[config.mk]
export PLATFORM = sky130hd
export DESIGN_NAME = datagram_sender
export DESIGN_NICKNAME = d
export VERILOG_FILES = /design/src/rtl/datagram_sender_pkg.sv /design/src/rtl/datagram_sender_sync_ff.sv /design/src/rtl/datagram_sender.sv
export SDC_FILE = /design/constraint.sdc
export NUM_CORES = 1
export LEC_CHECK = 0
export ABC_AREA = 1
export BUFFER_PORTS_ARGS = -buffer_cell sky130_fd_sc_hd__buf_4
export CORE_UTILIZATION = 35
export DETAILED_ROUTE_END_ITERATION = 8
export HOLD_SLACK_MARGIN = 0.12
export PLACE_DENSITY = 0.58
export SLEW_MARGIN = 20
export SYNTH_ARGS = -nofsm -noshare
export SYNTH_HDL_FRONTEND = slang
export SYNTH_SLANG_ARGS = --single-unit
[constraint.sdc]
create_clock -name clk -period 2.6 [get_ports clk]
set_input_delay 0.39 -clock clk [delete_from_list [all_inputs] [get_ports clk]]
set_output_delay 0.39 -clock clk [all_outputs]
set_load 0.1 [all_outputs]
[src/rtl/datagram_sender_pkg.sv]
// Shared definitions for the inter-board datagram transmit stage.
//   MESSAGE_SIZE   : datagram width exchanged with the childboard
//   CHUNK_W        : physical data wire count of the link
//   sender_state_t : transmit FSM states
//   chunk_count()  : number of W-bit chunks needed to carry N bits
package datagram_sender_pkg;

  localparam int unsigned MESSAGE_SIZE = 48;
  localparam int unsigned CHUNK_W      = 6;

  typedef enum logic [2:0] {
    IDLE,
    SETUP,
    WAIT_ACK_HI,
    WAIT_ACK_LO,
    RECOVER
  } sender_state_t;

  function automatic int unsigned chunk_count(input int unsigned n, input int unsigned w);
    return (n + w - 1) / w;
  endfunction

endpackage

[src/rtl/datagram_sender_sync_ff.sv]
// Multi-stage synchronizer for a single asynchronous control line.
// Used on the ack input of the sender; equally usable on the receiver's
// req input.
//   clk : destination clock
//   rst : asynchronous active-high reset, clears the chain to 0
//   d   : asynchronous input
//   q   : input after STAGES flops
module datagram_sender_sync_ff #(
  parameter int unsigned STAGES = 2
) (
  input  logic clk,
  input  logic rst,
  input  logic d,
  output logic q
);

  logic [STAGES-1:0] chain;

  always_ff @(posedge clk or posedge rst) begin
    if (rst) begin
      chain <= '0;
    end else begin
      chain[0] <= d;
      for (int unsigned i = 1; i < STAGES; i++) begin
        chain[i] <= chain[i-1];
      end
    end
  end

  assign q = chain[STAGES-1];

endmodule

[src/rtl/datagram_sender.sv]
// Motherboard transmit stage of the inter-board link. Serializes one
// N-bit datagram into W-bit chunks (LSB chunk first) and sends each one
// over a 4-phase req/ack handshake.
//   clk, rst   : system clock, asynchronous active-high reset
//   send_valid : datagram offered by game logic
//   send_data  : datagram payload, captured once on transfer
//   send_ready : high in IDLE; transfer on send_valid & send_ready
//   wire_ack   : asynchronous ack from the childboard receiver
//   wire_req   : registered request to the receiver
//   wire_data  : registered current chunk
//   busy       : a datagram is in flight
//   link_err   : sticky ack-timeout flag, cleared only by rst
module datagram_sender
  import datagram_sender_pkg::*;
#(
  parameter int unsigned N              = MESSAGE_SIZE,
  parameter int unsigned W              = CHUNK_W,
  parameter int unsigned SETUP_CYCLES   = 2,
  parameter int unsigned SYNC_STAGES    = 2,
  parameter int unsigned TIMEOUT_CYCLES = 65535
) (
  input  logic         clk,
  input  logic         rst,
  input  logic         send_valid,
  input  logic [N-1:0] send_data,
  output logic         send_ready,
  input  logic         wire_ack,
  output logic         wire_req,
  output logic [W-1:0] wire_data,
  output logic         busy,
  output logic         link_err
);

  localparam int unsigned C   = chunk_count(N, W);
  localparam int unsigned SW  = C * W;
  localparam int unsigned IW  = (C > 1) ? $clog2(C) : 1;
  localparam int unsigned SCW = $clog2(SETUP_CYCLES + 1);
  localparam int unsigned TW  = $clog2(TIMEOUT_CYCLES + 1);

  logic          ack_s;
  sender_state_t state, state_nxt;
  logic [SW-1:0] shreg, shreg_nxt;
  logic [SW-1:0] payload;
  logic [IW-1:0] idx, idx_nxt;
  logic [SCW-1:0] setup_cnt, setup_cnt_nxt;
  logic [TW-1:0] to_cnt, to_cnt_nxt;
  logic [W-1:0]  data_nxt;
  logic          req_nxt, busy_nxt, err_nxt;

  datagram_sender_sync_ff #(.STAGES(SYNC_STAGES)) u_ack_sync (
    .clk (clk),
    .rst (rst),
    .d   (wire_ack),
    .q   (ack_s)
  );

  // Zero-pads the top chunk above bit N-1.
  assign payload    = SW'(send_data);
  assign send_ready = (state == IDLE);

  always_ff @(posedge clk or posedge rst) begin
    if (rst) begin
      state     <= IDLE;
      shreg     <= '0;
      idx       <= '0;
      setup_cnt <= '0;
      to_cnt    <= '0;
      wire_data <= '0;
      wire_req  <= 1'b0;
      busy      <= 1'b0;
      link_err  <= 1'b0;
    end else begin
      state     <= state_nxt;
      shreg     <= shreg_nxt;
      idx       <= idx_nxt;
      setup_cnt <= setup_cnt_nxt;
      to_cnt    <= to_cnt_nxt;
      wire_data <= data_nxt;
      wire_req  <= req_nxt;
      busy      <= busy_nxt;
      link_err  <= err_nxt;
    end
  end

  always_comb begin
    state_nxt     = state;
    shreg_nxt     = shreg;
    idx_nxt       = idx;
    setup_cnt_nxt = setup_cnt;
    to_cnt_nxt    = to_cnt;
    data_nxt      = wire_data;
    req_nxt       = wire_req;
    busy_nxt      = busy;
    err_nxt       = link_err;

    case (state)
      IDLE: begin
        if (send_valid) begin
          // shreg holds the chunks still to be sent; chunk 0 goes straight out.
          shreg_nxt     = payload >> W;
          data_nxt      = payload[W-1:0];
          idx_nxt       = '0;
          setup_cnt_nxt = '0;
          busy_nxt      = 1'b1;
          state_nxt     = SETUP;
        end
      end

      SETUP: begin
        // A stale high ack restarts the setup window, so req only rises after
        // SETUP_CYCLES consecutive cycles of stable data with ack low.
        if (ack_s) begin
          setup_cnt_nxt = '0;
        end else if (setup_cnt == SCW'(SETUP_CYCLES - 1)) begin
          req_nxt    = 1'b1;
          to_cnt_nxt = '0;
          state_nxt  = WAIT_ACK_HI;
        end else begin
          setup_cnt_nxt = setup_cnt + 1'b1;
        end
      end

      WAIT_ACK_HI: begin
        if (ack_s) begin
          req_nxt    = 1'b0;
          to_cnt_nxt = '0;
          state_nxt  = WAIT_ACK_LO;
        end else if (to_cnt == TW'(TIMEOUT_CYCLES - 1)) begin
          err_nxt   = 1'b1;
          req_nxt   = 1'b0;
          state_nxt = RECOVER;
        end else begin
          to_cnt_nxt = to_cnt + 1'b1;
        end
      end

      WAIT_ACK_LO: begin
        if (!ack_s) begin
          if (idx == IW'(C - 1)) begin
            busy_nxt  = 1'b0;
            state_nxt = IDLE;
          end else begin
            idx_nxt       = idx + 1'b1;
            data_nxt      = shreg[W-1:0];
            shreg_nxt     = shreg >> W;
            setup_cnt_nxt = '0;
            state_nxt     = SETUP;
          end
        end else if (to_cnt == TW'(TIMEOUT_CYCLES - 1)) begin
          err_nxt   = 1'b1;
          req_nxt   = 1'b0;
          state_nxt = RECOVER;
        end else begin
          to_cnt_nxt = to_cnt + 1'b1;
        end
      end

      RECOVER: begin
        if (!ack_s) begin
          busy_nxt  = 1'b0;
          state_nxt = IDLE;
        end
      end

      default: state_nxt = IDLE;
    endcase
  end

endmodule

# Word level (Yosys, flattened, before mapping)
# Index checks and enable logic that the tools add are counted.
# totals
register_bits	83
input_bits	52
out_inout_bits	10
word_cells	90
# op_classes
addsub	3
eq_ne	17
muxes	48
n_reduce_logical	12
# op_table
cell	count
$mux 48	3
$pmux 48 s2	1
$mux 16	5
$pmux 16 s3	1
$mux 3	10
$mux 6	3
$add 16x1->16 const B	1
$eq 16x16->1 const B	1
$ne 2x2->1 const B	8
$pmux 3 s5	1
$mux 1	13
$pmux 6 s2	1
$reduce_and 4->1	3
$mux 2	5
$reduce_and 5->1	2
$reduce_bool 3->1	3
$eq 3x2->1 const B	2
$eq 3x3->1 const B	2
$pmux 1 s3	2
$pmux 2 s3	1
$pmux 3 s2	1
$reduce_bool 2->1	2
$add 3x1->3 const B	1
$eq 3x1->1 const B	1
other kinds (7)	7

# Longest topological paths before layout
# Gate-level depths: netlist of run 1.
# logic_depth
word_depth	4
ltp_mapped	12
mapped_depth_nobuf	12

# Hierarchy
# From an unflattened synthesis of run 1, not the netlist that was laid out.
# unflattened
cells_unflattened	501
hier_area_um2	3895.0
# modules_own_cells
mod	n_inst	cells_per_inst	area_each_um2	seq_area_each_um2
datagram_sender	1	498	3841.2	1876.8
datagram_sender_sync_ff	1	3	53.8	50.0

# Worst setup path after synthesis of run 1
# No wires, ideal clock.
# synth_path
path_kind	reg2reg
start	register state[0]
end	register wire_data[2]
setup_time_ns	0.082
arrival_time_ns	1.875
required_ns	2.518
slack_ns	0.643
path_stages_with_launch	11
n_path_buf	3
synth_period_minus_slack_ns	1.957
path_cell_list	dfrtp_1 -> buf_2 -> inv_2 -> nand2_2 -> nor2_4 -> nand2_2 -> nand2_2 -> buf_6 -> buf_6 -> nor2_1 -> a31oi_1
# synth_between
elab_chain_cells	3
elab_cells_between_ends	8
classes_between	eq/ne: 4; mux: 1; reduce/logical: 3
# synth_rtl
item	line	rtl
from (decl)	datagram_sender.sv:41	sender_state_t state, state_nxt;
from (signal assigned)	datagram_sender.sv:73	state <= state_nxt;
$logic_not 3->1 (*)	--	
net send_ready	datagram_sender.sv:26	output logic send_ready,
$ne 2x2->1 (no source line) / $reduce_bool 2->1 (equally long branches)	--	
$reduce_and 4->1 (no source line)	--	
to (signal assigned)	datagram_sender.sv:78	wire_data <= data_nxt;
to (decl)	datagram_sender.sv:29	output logic [W-1:0] wire_data,
# The timed path passes the listed nets; every way through them passes the cells marked *.
# A chain may end at the register's enable or synchronous reset.

# Worst setup path after layout of run 1
# layout_path
start	register state[2]
end	register shreg[39]
# layout_between
elab_chain_cells	3
elab_cells_between_ends	8
classes_between	eq/ne: 4; mux: 1; reduce/logical: 3
# layout_rtl
item	line	rtl
$eq 3x2->1 / $logic_not 3->1 (equally long branches)	datagram_sender.sv:96	case (state)
$ne 2x2->1 (no source line) / $reduce_bool 2->1 (equally long branches)	--	
$reduce_and 4->1 (no source line)	--	
to (signal assigned)	datagram_sender.sv:74	shreg <= shreg_nxt;
to (decl)	datagram_sender.sv:42	logic [SW-1:0] shreg, shreg_nxt;
# Parallel ways exist; a longest one is shown, timed or not.

==> flow_summary.toml, run 1 <==
[outcome]
status = "finished clean"

[synthesis]
synthSimpleGateAreaFrac_pct = 27.5
synth_top_area_share_pct = 49.2
synth_edf_count = 0
synth_flop_cell = "dfrtp_1"
mappedNetlistArea_mm2 = 0.00392
synthXorXnorAreaFrac_pct = 0.223
ys_top_cells_by_area = "dfrtp_1, nand2_1, nor2_1"
postSynthAreaPerCell_um2 = 7.89
synth_cells = 497
yosysSeqAreaShare_pct = 49.2
synth-adder-area-share_pct = 1.60
yosys.area.top_type = "dfrtp_1"
synth-seq-cells = 77
synth_top_family_by_area = "simple AND/OR/NAND/NOR gates"
ys_types = 28
synth_compound_area_share_pct = 14.6
synth.top_cells.by_count = "nand2_1, dfrtp_1, nor2_1"
synthArstFlopShare_pct = 100
synthMuxAreaShare_pct = 0
ys.warnings.count = 0
synth_most_common_cell = "nand2_1"
syn_nets = 554

[die]
die_y_um = 108
ioPinCount = 62
rows = 38
die_width_um = 108
coreArea_mm2 = 0.0109
dieArea_mm2 = 0.0116
start_util_pct = 36.0

[clocking]
post-cts-setup-buffers = 0
cts_resized = 0
cts_buffers = 9
clock_latency_ns = 0.35
max-clock-path-buffers = 2
cts.hold.buffers_added = 0
path_clk_slew_ns = 0.08
cts_tree = "yes"
clock-sinks = 77
cts-root-buf = "clkbuf_8"
htree_levels = 3

[cells_and_area]
areaGrowthSynthToFinish_pct = 19.5
fin_nets = 611
antenna_cells = 0
drive_above_1_share_pct = 18.3
final_core_util_pct = 43.0

[global_route]
grt_max_degree = 86
grt.total_usage_pct = 17.5
grt_pass1_wl_mm = 15.9
antenna_found_initial = 0
grt_pass1_vias = 3358
grt_overflow = 0

[routing]
drc = 0
wl_per_cell_um = 13.4
via_per_inst = 4.95
ant_nets = 0
drt-total-wl_mm = 9.35
num_vias = 3453
drt_pass1_iterations = 5
first_iter_violations = 199

[placement]
place_hpwl_mm = 6.52
io_buffer_count = 61
pre_cts_ws_ns = 0.543
routabilityCongestion = 0.801

[setup_path]
path_class = "flip-flop to flip-flop"
cp_max_fo = 85
required_ns = 2.83
cp_slowest_cell = "dfrtp_1"
crit_arrival_ns = 2.29
end_kind = "flip-flop"
crit_chain = "inv_2, nand2_2, nor2_4, nand3_1, nand2_2, buf_12, inv_2, a32o_1"
startpoint_type = "flip-flop"
path_delay_family = "simple AND/OR/NAND/NOR gates"
rr_worst_depth = 8
cp.depth = 8
crit_buf_inv = 3
cpPeakStageDelay_ns = 0.48

[power]
p_leak_nw = 2.20
p_per_area_mw_per_mm2 = 1080
power_mw = 5.07
vdd_drop_max_v = 0.000692

[sta]
worst_pin_slew_ns = 0.425
drv_slew = 0
tns_ns = 0
fin_ws_ns = 0.545
skew_ns = 0.0101
min_period_ns = 2.05
clock.fmax_mhz = 487
rsz0062_at_grt = "false"
finalHoldViolations = 0
max_slew_margin_pct = 71.7
setup-violations-final = 0
whs_ns = 0.119
fin_crit_sh_pct = 79.0

[hold_path]
hold_class = "input port to asynchronous set/reset pin"

[job]
max-cap-violations = 0
where the power goes:
group          leakage, nW  switching, mW  internal, mW
Combinational         1.19           1.67         0.691
Sequential           0.928          0.251          1.64
Clock               0.0889          0.453         0.371
Total                 2.20           2.37          2.70
final cells by class:
| cell class | instances | area [µm²] |
|---|---|---|
| Fill cell | 1106 | 6200 |
| Sequential cell | 77 | 1930 |
| Multi-Input combinational cell | 357 | 1720 |
| Timing Repair Buffer | 66 | 523 |
| Tap cell | 140 | 175 |
| Inverter | 43 | 164 |
| Clock buffer | 10 | 138 |
| Clock inverter | 5 | 35.0 |
routing by layer:
layer  wire length (µm)  global-route usage, %
met4                 59                   3.52
met5                  0                      0
met2               4590                   29.6
met3                392                   3.93
met1               4310                   22.8
through the flow:
stage	area, µm²	instances
6_report	4680	698
3_5_place_dp	4500	682
4_1_cts	4670	697
5_1_grt	4680	698
2_1_floorplan	3920	497
3_3_place_gp	4500	682
registers in the layout, summed over array words and instances, names as in the netlist:
| name | count |
|---|---|
| setup_cnt | 2 |
| busy | 1 |
| wire_req | 1 |
| wire_data | 6 |
| state | 3 |
| idx | 3 |
| u_ack_sync.chain | 2 |
| link_err | 1 |
| shreg | 42 |
| to_cnt | 16 |
worst paths after layout:
check	start	to	slack, ns
hold reg to reg	u_ack_sync.chain[0]$_DFF_PP0_	u_ack_sync.chain[1]$_DFF_PP0_	0.36
hold / removal	rst	shreg[16]$_DFFE_PP0P_	0.12
min in group clk	send_data[42]	shreg[36]$_DFFE_PP0P_	0.29
max in group asynchronous	rst	idx[2]$_DFFE_PP0P_	2.14
setup / recovery	state[2]$_DFFE_PP0P_	shreg[39]$_DFFE_PP0P_	0.55
setup reg to reg	state[2]$_DFFE_PP0P_	shreg[39]$_DFFE_PP0P_	0.55
cells in the final DEF, fill, tap and decap left out, drive strengths merged:
cell and count:
a31oi 37, ha 5, dlygate4sd3 1, nand2 155, inv 45, o21ai 20, nor2 79, dfrtp 77
xor2 1, o21bai 3, o211ai 7, nor3 3, o2111ai 5, clkinvlp 1, nand4 5, buf 65
a21oi 11, clkbuf 10, a32o 5, nand3 19, clkinv 2, a22o 2
kinds of logic after synthesis:
logic type	count (synthesis)
flops	77
xor+xnor	1
simple gates	261
compound gates	90
fa+ha+maj	5
buf+inv	63
tightest hold or removal path, cell delays in order:
cell and delay [ns]:
buf_4 0.11, inv_2 0.06, buf_12 0.33
No activity file was read; power rests on OpenSTA's default activity.
==> inputs of run 2 (changes only) <==
==> constraint.sdc (replaced) <==
create_clock -name clk -period 1.9 [get_ports clk]
set_input_delay 0.285 -clock clk [delete_from_list [all_inputs] [get_ports clk]]
set_output_delay 0.285 -clock clk [all_outputs]
set_load 0.1 [all_outputs]
==> run 2 against run 1 <==
Against the previous run: first-iteration DRC count up 20%; routed wire length shrank 1.3%; largest cell class unchanged; cell count grew 1.7%; sequential power rose by 36%; non-clock buffer count rose by 11; final area rose by 3.1%; worst hold slack better by 0.067 ns.
==> flow_summary.toml, run 2 (synthesis gave the netlist of run 1 again) <==
[hold_path]
min_from = "send_data[45]"
worstHoldEndpoint = "shreg[39]$_DFFE_PP0P_"
hold_class = "input port to flip-flop"
hold_path_depth = 2

[sta]
worst_pin_slew_ns = 0.498
setup-violations-final = 0
drv_slew = 0
clock.fmax_mhz = 576
rsz0062_at_grt = "false"
finalHoldViolations = 0
fin_crit_sh_pct = 91.4
whs_ns = 0.187
skew_ns = 0.00931
min_period_ns = 1.74
max_slew_margin_pct = 66.7
fin_ws_ns = 0.163

[setup_path]
path_class = "flip-flop to output port"
required_ns = 1.62
reg2reg_from = "idx[0]$_DFFE_PP0P_"
cp_max_fo = 4
rr_worst_depth = 8
end_kind = "output port"
startpoint_type = "flip-flop"
crit_arrival_ns = 1.45
rrSetupSlack_ns = 0.19
r2r_end = "shreg[9]$_DFFE_PP0P_"

[cells_and_area]
final_area_mm2 = 0.00483
areaGrowthSynthToFinish_pct = 23.1
layout_commonest_cell = "nand2_1"
fin_nets = 622
fillers = 1105
final_cell_mix = "nand2_1, dfrtp_1, nor2_1, buf_4, a31oi_1"
antenna_cells = 0
reg_top3 = "shreg: 42 flops, to_cnt: 16 flops, wire_data: 6 flops"
top_register = "shreg"
largest_reg_flops = 42
final_core_util_pct = 44.3
drive_above_1_share_pct = 20.2

[power]
vdd_drop_max_v = 0.00110
switching_share_pct = 46.4
p_seq_share_pct = 36.0
clock_power_share_pct = 16.4
p_per_area_mw_per_mm2 = 1480
pwr-share-comb_pct = 47.7
p_leak_nw = 2.27
p_int_mw = 3.83
switchingPower_mw = 3.32

[die]
die_y_um = 108
ioPinCount = 62
start_util_pct = 36.0
coreArea_mm2 = 0.0109
rows = 38
die_width_um = 108
dieArea_mm2 = 0.0116

[routing]
drt-total-wl_mm = 9.24
num_vias = 3534
ant_nets = 0
via_per_inst = 4.98
first_iter_violations = 238
drt_pass1_iterations = 4
wl_per_cell_um = 13.0
drc = 0

[placement]
postPlaceCellArea_mm2 = 0.00460
pre_cts_ws_ns = 0.204
routabilityCongestion = 0.853
place_hpwl_mm = 6.70
io_buffer_count = 61

[global_route]
antenna_found_initial = 0
grt_overflow = 0
use_met2_pct = 27.9
grt_pass1_vias = 3451
grt_pass1_wl_mm = 16.1
grt.total_usage_pct = 17.7
grt_max_degree = 50
grt_busiest_layer = "met2"
met1_usage_pct = 24.0
use_met3_pct = 5.02

[clocking]
path_clk_slew_ns = 0.08
cts-root-buf = "clkbuf_8"
max-clock-path-buffers = 2
htree_levels = 3
cts_tree = "yes"
clock_latency_ns = 0.36
clock-sinks = 77
cts_buffers = 9

[outcome]
status = "finished clean"

[job]
max-cap-violations = 0
run 2: timing repair:
item                                   4_1_cts  5_1_grt
hold buffers                                 2        0
pin swaps                                    1        0
buffers inserted                             1        0
endpoints found under the hold margin       19        0
resized for setup                            2        2
setup endpoints to repair                    1        1
run 2: final cells by class:
type	count	area [µm²]	share of cell area, %
clock buffer	9	124	2.57
clock inverter	7	58.8	1.22
inverter	43	170	3.53
multi-input combinational	357	1730	35.9
sequential	77	1930	39.9
tap	140	175	3.63
timing repair buffer	77	641	13.3
run 2: worst max-delay path, cell delays in order, from the launching register on:
cell     delay (ns)
dfrtp_1        0.44
inv_1          0.16
nand2_4        0.08
nor2_4         0.08
buf_4          0.15
buf_8          0.20
run 2: per-stage QoR:
step	std cells	TNS (ns)	power, mW
after CTS	710	0	7.25
after floorplan	497	-0.854	5.18
after detailed placement	691	0	6.02
final	710	0	7.14
after global routing	710	0	7.75
after global placement	691	0	5.94
run 2: power groups by stage:
stage | Clock (mW) | Sequential [mW] | Combinational (mW)
CTS | 1.22 | 2.57 | 3.45
global placement | 0 | 2.59 | 3.35
floorplan | 0 | 3.11 | 2.07
finish | 1.17 | 2.57 | 3.41
global route | 1.30 | 2.64 | 3.81
detailed placement | 0 | 2.61 | 3.41
run 2: how the worst max path moves through the flow:
stage	startpoint	end	slack, ns	depth (start not counted)
final	state[1]$_DFFE_PP0P_	send_ready	0.16	5
after detailed placement	idx[0]$_DFFE_PP0P_	shreg[9]$_DFFE_PP0P_	0.20	8
after global placement	idx[0]$_DFFE_PP0P_	wire_data[0]$_DFFE_PP0P_	0.25	8
after CTS	state[1]$_DFFE_PP0P_	send_ready	0.16	5
after floorplan	state[0]$_DFFE_PP0P_	wire_data[2]$_DFFE_PP0P_	-0.02	10
after global routing	u_ack_sync.chain[1]$_DFF_PP0_	to_cnt[9]$_DFFE_PP0P_	0.02	9
run 2: per-layer routing:
metal,wire length [µm],part of all wire (%),up-vias
li1,-,-,1777
met1,4430,48,1663
met2,4210,46,84
met3,499,5.4,10
met4,93,1.0,0
met5,0,0,-
